File: src/rtl/rf16b_clk_en.sv
// Purpose: WIDTH-bit data register with capture enable and synchronous reset, clocked on the falling edge of clk_n.
// Latency: D sampled at a falling edge of clk_n is on Q right after that edge; Q is driven only by a flop, never combinationally.
// Backpressure: none; clk_en low holds Q. Optional feature macro RF16B_VALID_FLAG_EN adds the sticky q_valid output.
module rf16b_clk_en #(
  parameter int               WIDTH       = 16,
  parameter logic [WIDTH-1:0] RESET_VALUE = '0
) (
  input  logic             clk_n,
  input  logic             rst,
  input  logic             clk_en,
  input  logic [WIDTH-1:0] D,
  output logic [WIDTH-1:0] Q
`ifdef RF16B_VALID_FLAG_EN
  ,
  output logic             q_valid
`endif
);

  // Data word: reset has priority over enable. With the enable low, Q holds, so X/Z on D cannot reach it.
  always_ff @(negedge clk_n) begin
    if (rst) begin
      Q <= RESET_VALUE;
    end else if (clk_en) begin
      Q <= D;
    end
  end

`ifdef RF16B_VALID_FLAG_EN
  // Sticky flag: set by the first enabled capture after reset, and cleared only by reset.
  always_ff @(negedge clk_n) begin
    if (rst) begin
      q_valid <= 1'b0;
    end else if (clk_en) begin
      q_valid <= 1'b1;
    end
  end
`endif

endmodule

File: config.mk
export PLATFORM = sky130hd
export DESIGN_NAME = rf16b_clk_en
export DESIGN_NICKNAME = d
export VERILOG_FILES = /design/src/rtl/rf16b_clk_en.sv
export SDC_FILE = /design/constraint.sdc
export NUM_CORES = 1
export LEC_CHECK = 0
export BUFFER_PORTS_ARGS = -buffer_cell sky130_fd_sc_hd__buf_2
export CORE_MARGIN = 1
export CORE_UTILIZATION = 43
export DETAILED_ROUTE_END_ITERATION = 12
export PLACE_DENSITY_LB_ADDON = 0.25
export SYNTH_ARGS = -nofsm -noshare
export SYNTH_HDL_FRONTEND = slang
export SYNTH_SLANG_ARGS = --single-unit
File: constraint.sdc
create_clock -name clk_n -period 1.1 [get_ports clk_n]
set_input_delay 0 -clock clk_n [delete_from_list [all_inputs] [get_ports clk_n]]
set_output_delay 0 -clock clk_n [all_outputs]
set_load 0.05 [all_outputs]
==> results.toml, run 1 <==
[flow_run]
timing.max_cap.violations = 0

[status]
run_status = "finished, violations left"
failed_checks = "negative setup slack"

[critical_path]
critPathLaunch = "Q[11]$_SDFFE_NP0P_"
timing.rr.start = "Q[10]$_SDFFE_NP0P_"
worst-setup-path-type = "reg2out"
slowest_delay_ns = 0.35
r2r_slack_ns = 0.33
end_kind = "primary output"
critical_path.endpoint = "Q[11]"
crit_path_max_fanout = 2
number_of_cells_on_the_critical_path = 1
slowest_stage = "dfxtp_2"
start_kind = "flip-flop"
crit_buf_inv = 1
worst-endpoint-arrival_ns = 1.41
worstRegToRegCells = 3
crit_chain = "buf_8"
worst-endpoint-required_ns = 1.10
timing.rr.end = "Q[10]$_SDFFE_NP0P_"
path_delay_family = "flip-flops"

[power]
pwr_density_cell_nw_per_um2 = 1540
overall_power_mw = 1.54
power.leakage_nw = 0.555
vdd_ir_drop_max_mv = 1.19

[sta]
max_slew.worst_pin.slew_ns = 0.275
max-slew-margin-rel_pct = 81.7
report.final.hold_viol_count = 0
grt_setup_unrepaired = "true"
holdWs_ns = 0.440
setup_viol = 16
clock_skew_after_layout_ns = 0
timing.setup.tns_ns = -4.43
final.setup.worst_slack_ns = -0.315
finalMaxSlewViolations = 0

[place]
gpl.final_weighted_congestion = 0.613
place_area_um2 = 772
io_buffers = 34
dp.final_hpwl_um = 747
detailedPlace.worstSlack_ns = -0.107

[yosys]
yosys.area_share.xor_xnor_pct = 0
syn_area_per_cell_um2 = 11.0
yosysTopAreaCellShare_pct = 54.8
post_synth_num_cell_types = 8
syn-instance-count = 53
yosysWarningCount = 0
combinational_family_with_the_most_area_after_synthesis = "multiplexers"
synth_compound_gate_area_share_pct = 0
synth.yosys.seq_area_share_pct = 54.8
synth.cell_area_um2 = 584
postSynthNetCount = 72
postSynthRegisterBits = 16
synth_area_leaders = "dfxtp_1 (55%), mux2i_1 (27%), nor2_1 (10%)"
yosys.area_share.adder_pct = 0
synth_top_area_cell = "dfxtp_1"
synthSimpleGateAreaFrac_pct = 10.3
synthMuxAreaShare_pct = 27.4

[clock_tree]
clk-insertion-delay-late_ns = 0.35
clock-sinks = 16
cts.reportedPaths.clkPinSlew_ns = 0.06
post_cts_hold_buffer_count = 0
cts.root.buffer_cell = "clkbuf_4"
cts.path.max_buffers = 2
cts_tree = "yes"
cts.htree.levels = 1
cts_inserted_buffers = 3

[final_layout]
ff_latch_area_um2 = 340
largest_registers = "Q x16"
layout-area-overhead-vs-synth_pct = 71.3
layout.nets = 124
n_antenna_cell = 0
stdcell_area_um2 = 1000
largest-register = "Q"
layout.cells.most_common = "buf_2"
commonest_cells_after_routing_fill_and_taps_aside = "buf_2 (18), dfxtp_2 (16), mux2i_1 (16), nor2_1 (16), inv_1 (16)"
post_route_cells_drive_above_1_share_pct = 53.8
footprint_of_the_multi_input_gates_um2 = 220
max_ffs_per_register = 16
fillCellCount = 65

[min_path]
hp-class = "in2reg"
min-delay-start = "D[13]"

[global_routing]
gr-usage-all-layers_pct = 19.6
antenna_found_initial = 0
grt_pass1_vias = 519
global_route_wire_length_before_repair_um = 2000
grt_start_max_net_pins = 17
global_route.overflow_total = 0

[routing]
postRouteAntennaNets = 0
route.final.wire_length_um = 1380
num_vias = 525
firstDrtPassIters = 2
number_of_remaining_drc_errors = 0
detail_route.wl_per_cell_um = 11.7
route.detailed.vias_per_inst = 4.45
initialDrtViolationCount = 5

[floorplanning]
initial_utilization_pct = 49.3
std_cell_rows = 12
coreArea_um2 = 1190
die_area_um2 = 1510
dieHeight_um = 38.9
die_x_um = 38.9
ios = 35
[routing by layer]
metal | track usage [%] | routed length, µm | vias up
met3 | 10.4 | 94 | 0
met2 | 31.7 | 724 | 23
li1 | - | - | 275
met5 | 0 | 0 | -
met4 | 9.48 | 0 | 0
met1 | 20.6 | 558 | 227
[timing repair]
action                                  4_1_cts  5_1_grt
buffers inserted                              1        0
resized for setup                            34        8
endpoints found under the setup margin       16       16
[stage by stage]
stage	std cells	utilization, %
detailed placement	98	65.1
global route	118	84.4
floorplan	53	-
finish	118	84.4
global placement	98	65.1
CTS	118	81.9
[worst register-to-register path: cells and delay by family, from the launching register on]
| family | cells | cell delay, ns |
|---|---|---|
| flops | 1 | 0.32 |
| mux | 1 | 0.14 |
| buf+inv | 1 | 0.13 |
| simple gates | 1 | 0.06 |
[Yosys cell counts]
master   number
buf_1         1
buf_12        1
buf_2         1
buf_6         1
dfxtp_1      16
inv_1         1
mux2i_1      16
nor2_1       16
[power breakdown]
part	switching [mW]	internal [mW]
Sequential	0.0285	0.625
Clock	0.351	0.209
Combinational	0.185	0.145
Total	0.564	0.980
[layout make-up]
| type | count | share of cell area [%] |
|---|---|---|
| tap | 14 | 1.75 |
| clock buffer | 3 | 2.25 |
| timing repair buffer | 36 | 33.5 |
| clock inverter | 17 | 6.50 |
| multi-input combinational | 32 | 22.0 |
| sequential | 16 | 34.0 |
[cell families after synthesis]
logic type	after synthesis
buf+inv	5
mux	16
flops	16
simple gates	16
[worst min-delay path by stage]
stage | to | cells after the start | slack (ns)
6_report | Q[13]$_SDFFE_NP0P_ | 3 | 0.44
5_1_grt | Q[0]$_SDFFE_NP0P_ | 3 | 0.44
4_1_cts | Q[4]$_SDFFE_NP0P_ | 3 | 0.43
3_5_place_dp | Q[5]$_SDFFE_NP0P_ | 2 | 0.47
3_3_place_gp | Q[5]$_SDFFE_NP0P_ | 2 | 0.46
2_1_floorplan | Q[10]$_SDFFE_NP0P_ | 2 | 0.62
Note: power is estimated with default switching activity, not from simulation.
==> run 2: changes to the inputs <==
==> constraint.sdc (replaced) <==
create_clock -name clk_n -period 1.1 [get_ports clk_n]
set_input_delay 0.22 -clock clk_n [delete_from_list [all_inputs] [get_ports clk_n]]
set_output_delay 0.22 -clock clk_n [all_outputs]
set_load 0.05 [all_outputs]
==> results.toml, run 2 (same netlist as run 1, synthesis figures left out) <==
[clock_tree]
cts.htree.levels = 1
cts.reportedPaths.clkPinSlew_ns = 0.07
cts.path.max_buffers = 2
cts_inserted_buffers = 3
clock-sinks = 16
cts_tree = "yes"
cts.root.buffer_cell = "clkbuf_4"
clk-insertion-delay-late_ns = 0.37
post_cts_hold_buffer_count = 0

[critical_path]
crit_chain = "buf_8"
crit_path_max_fanout = 2
slowest_stage = "dfxtp_4"
worst-endpoint-required_ns = 0.88
end_kind = "primary output"
start_kind = "flip-flop"
slowest_delay_ns = 0.36
path_delay_family = "flip-flops"
worst-setup-path-type = "reg2out"
crit_buf_inv = 1
worst-endpoint-arrival_ns = 1.45

[sta]
finalMaxSlewViolations = 0
timing.setup.tns_ns = -8.56
final.setup.worst_slack_ns = -0.575
report.final.hold_viol_count = 0
grt_setup_unrepaired = "true"
max-slew-margin-rel_pct = 80.1
clock_skew_after_layout_ns = 0
max_slew.worst_pin.slew_ns = 0.299
setup_viol = 16

[routing]
num_vias = 603
number_of_remaining_drc_errors = 0
dr_wl_met3_um = 100
route.detailed.vias_per_inst = 5.03
firstDrtPassIters = 4
initialDrtViolationCount = 15
postRouteAntennaNets = 0
detail_route.wl_per_cell_um = 17.5
top_layer = "met4"
dr_wl_met2_um = 1080
route.final.wire_length_um = 2100
wire_length_on_met1_um = 818

[final_layout]
stdcell_count = 120
commonest_cells_after_routing_fill_and_taps_aside = "buf_2 (17), mux2i_1 (16), nor2_1 (16), inv_1 (16), buf_8 (16)"
n_antenna_cell = 0
post_route_cells_drive_above_1_share_pct = 54.7
layout.cells.most_common = "buf_2"
stdcell_area_um2 = 1100
max_ffs_per_register = 16
largest-register = "Q"
layout.nets = 126
layout-area-overhead-vs-synth_pct = 88.0
largest_registers = "Q x16"
fillCellCount = 45

[place]
gpl.final_weighted_congestion = 0.603
detailedPlace.worstSlack_ns = -0.346
placedCellCount = 98
io_buffers = 34
place_area_um2 = 810
dp.final_hpwl_um = 894

[power]
vdd_ir_drop_max_mv = 1.09
pwr_density_cell_nw_per_um2 = 1500
power.leakage_nw = 0.586

[global_routing]
antenna_found_initial = 0
global_route.overflow_total = 0
grt_pass1_vias = 649
global_route_wire_length_before_repair_um = 2880
grt_start_max_net_pins = 17
gr-usage-all-layers_pct = 30.9

[status]
failed_checks = "negative setup slack"
run_status = "finished, violations left"

[floorplanning]
dieHeight_um = 38.9
initial_utilization_pct = 49.3
coreArea_um2 = 1190
die_x_um = 38.9
die_area_um2 = 1510
std_cell_rows = 12
ios = 35

[flow_run]
timing.max_cap.violations = 0

[min_path]
hp-class = "reg2reg"
==> run 2: layout make-up <==
cell class,count,area (µm²),area share (%)
multi-input combinational,32,220,20.0
sequential,16,378,34.4
timing repair buffer,38,395,36.0
clock buffer,3,22.5,2.05
clock inverter,17,65.1,5.92
tap,14,17.5,1.59
==> run 2: repair_timing <==
item	4_1_cts	5_1_grt
setup endpoints to repair	17	30
setup buffers	0	2
gates resized for setup	48	3
cloned	1	0
==> run 2: through the flow <==
stage	power (mW)	hold slack [ns]	utilization [%]
2_1_floorplan	0.931	0.596	-
3_3_place_gp	0.988	0.465	68.2
3_5_place_dp	0.994	0.472	68.2
4_1_cts	1.56	0.497	90.8
5_1_grt	1.72	0.539	92.6
6_report	1.65	0.508	92.6
==> run 2: where the power goes <==
part / switching (mW) / internal [mW] / leakage, nW / total [mW]
logic: 0.201 / 0.169 / 0.344 / 0.370
registers: 0.0330 / 0.604 / 0.142 / 0.637
clock network: 0.429 / 0.210 / 0.0991 / 0.639
==> run 2: path summary, 6_finish.rpt <==
check                           depth (start not counted)  slack [ns]                from                end
worst max-delay path                                    1       -0.57  Q[15]$_SDFFE_NP0P_              Q[15]
worst min-delay path                                    2        0.51   Q[6]$_SDFFE_NP0P_  Q[6]$_SDFFE_NP0P_
worst max register to register                          3        0.31   Q[7]$_SDFFE_NP0P_  Q[7]$_SDFFE_NP0P_
worst min register to register                          2        0.51   Q[6]$_SDFFE_NP0P_  Q[6]$_SDFFE_NP0P_
==> run 2: routing by layer <==
layer,up-vias,GRT usage [%]
met5,-,0
met4,0,24.1
met3,9,8.67
met2,31,52.5
met1,284,31.2
li1,279,-
==> run 2: worst reg2reg max path: cells and delay by family, from the launching register on <==
family | cells | cell delay [ns]
buf+inv | 1 | 0.13
mux | 1 | 0.13
flops | 1 | 0.35
simple gates | 1 | 0.06
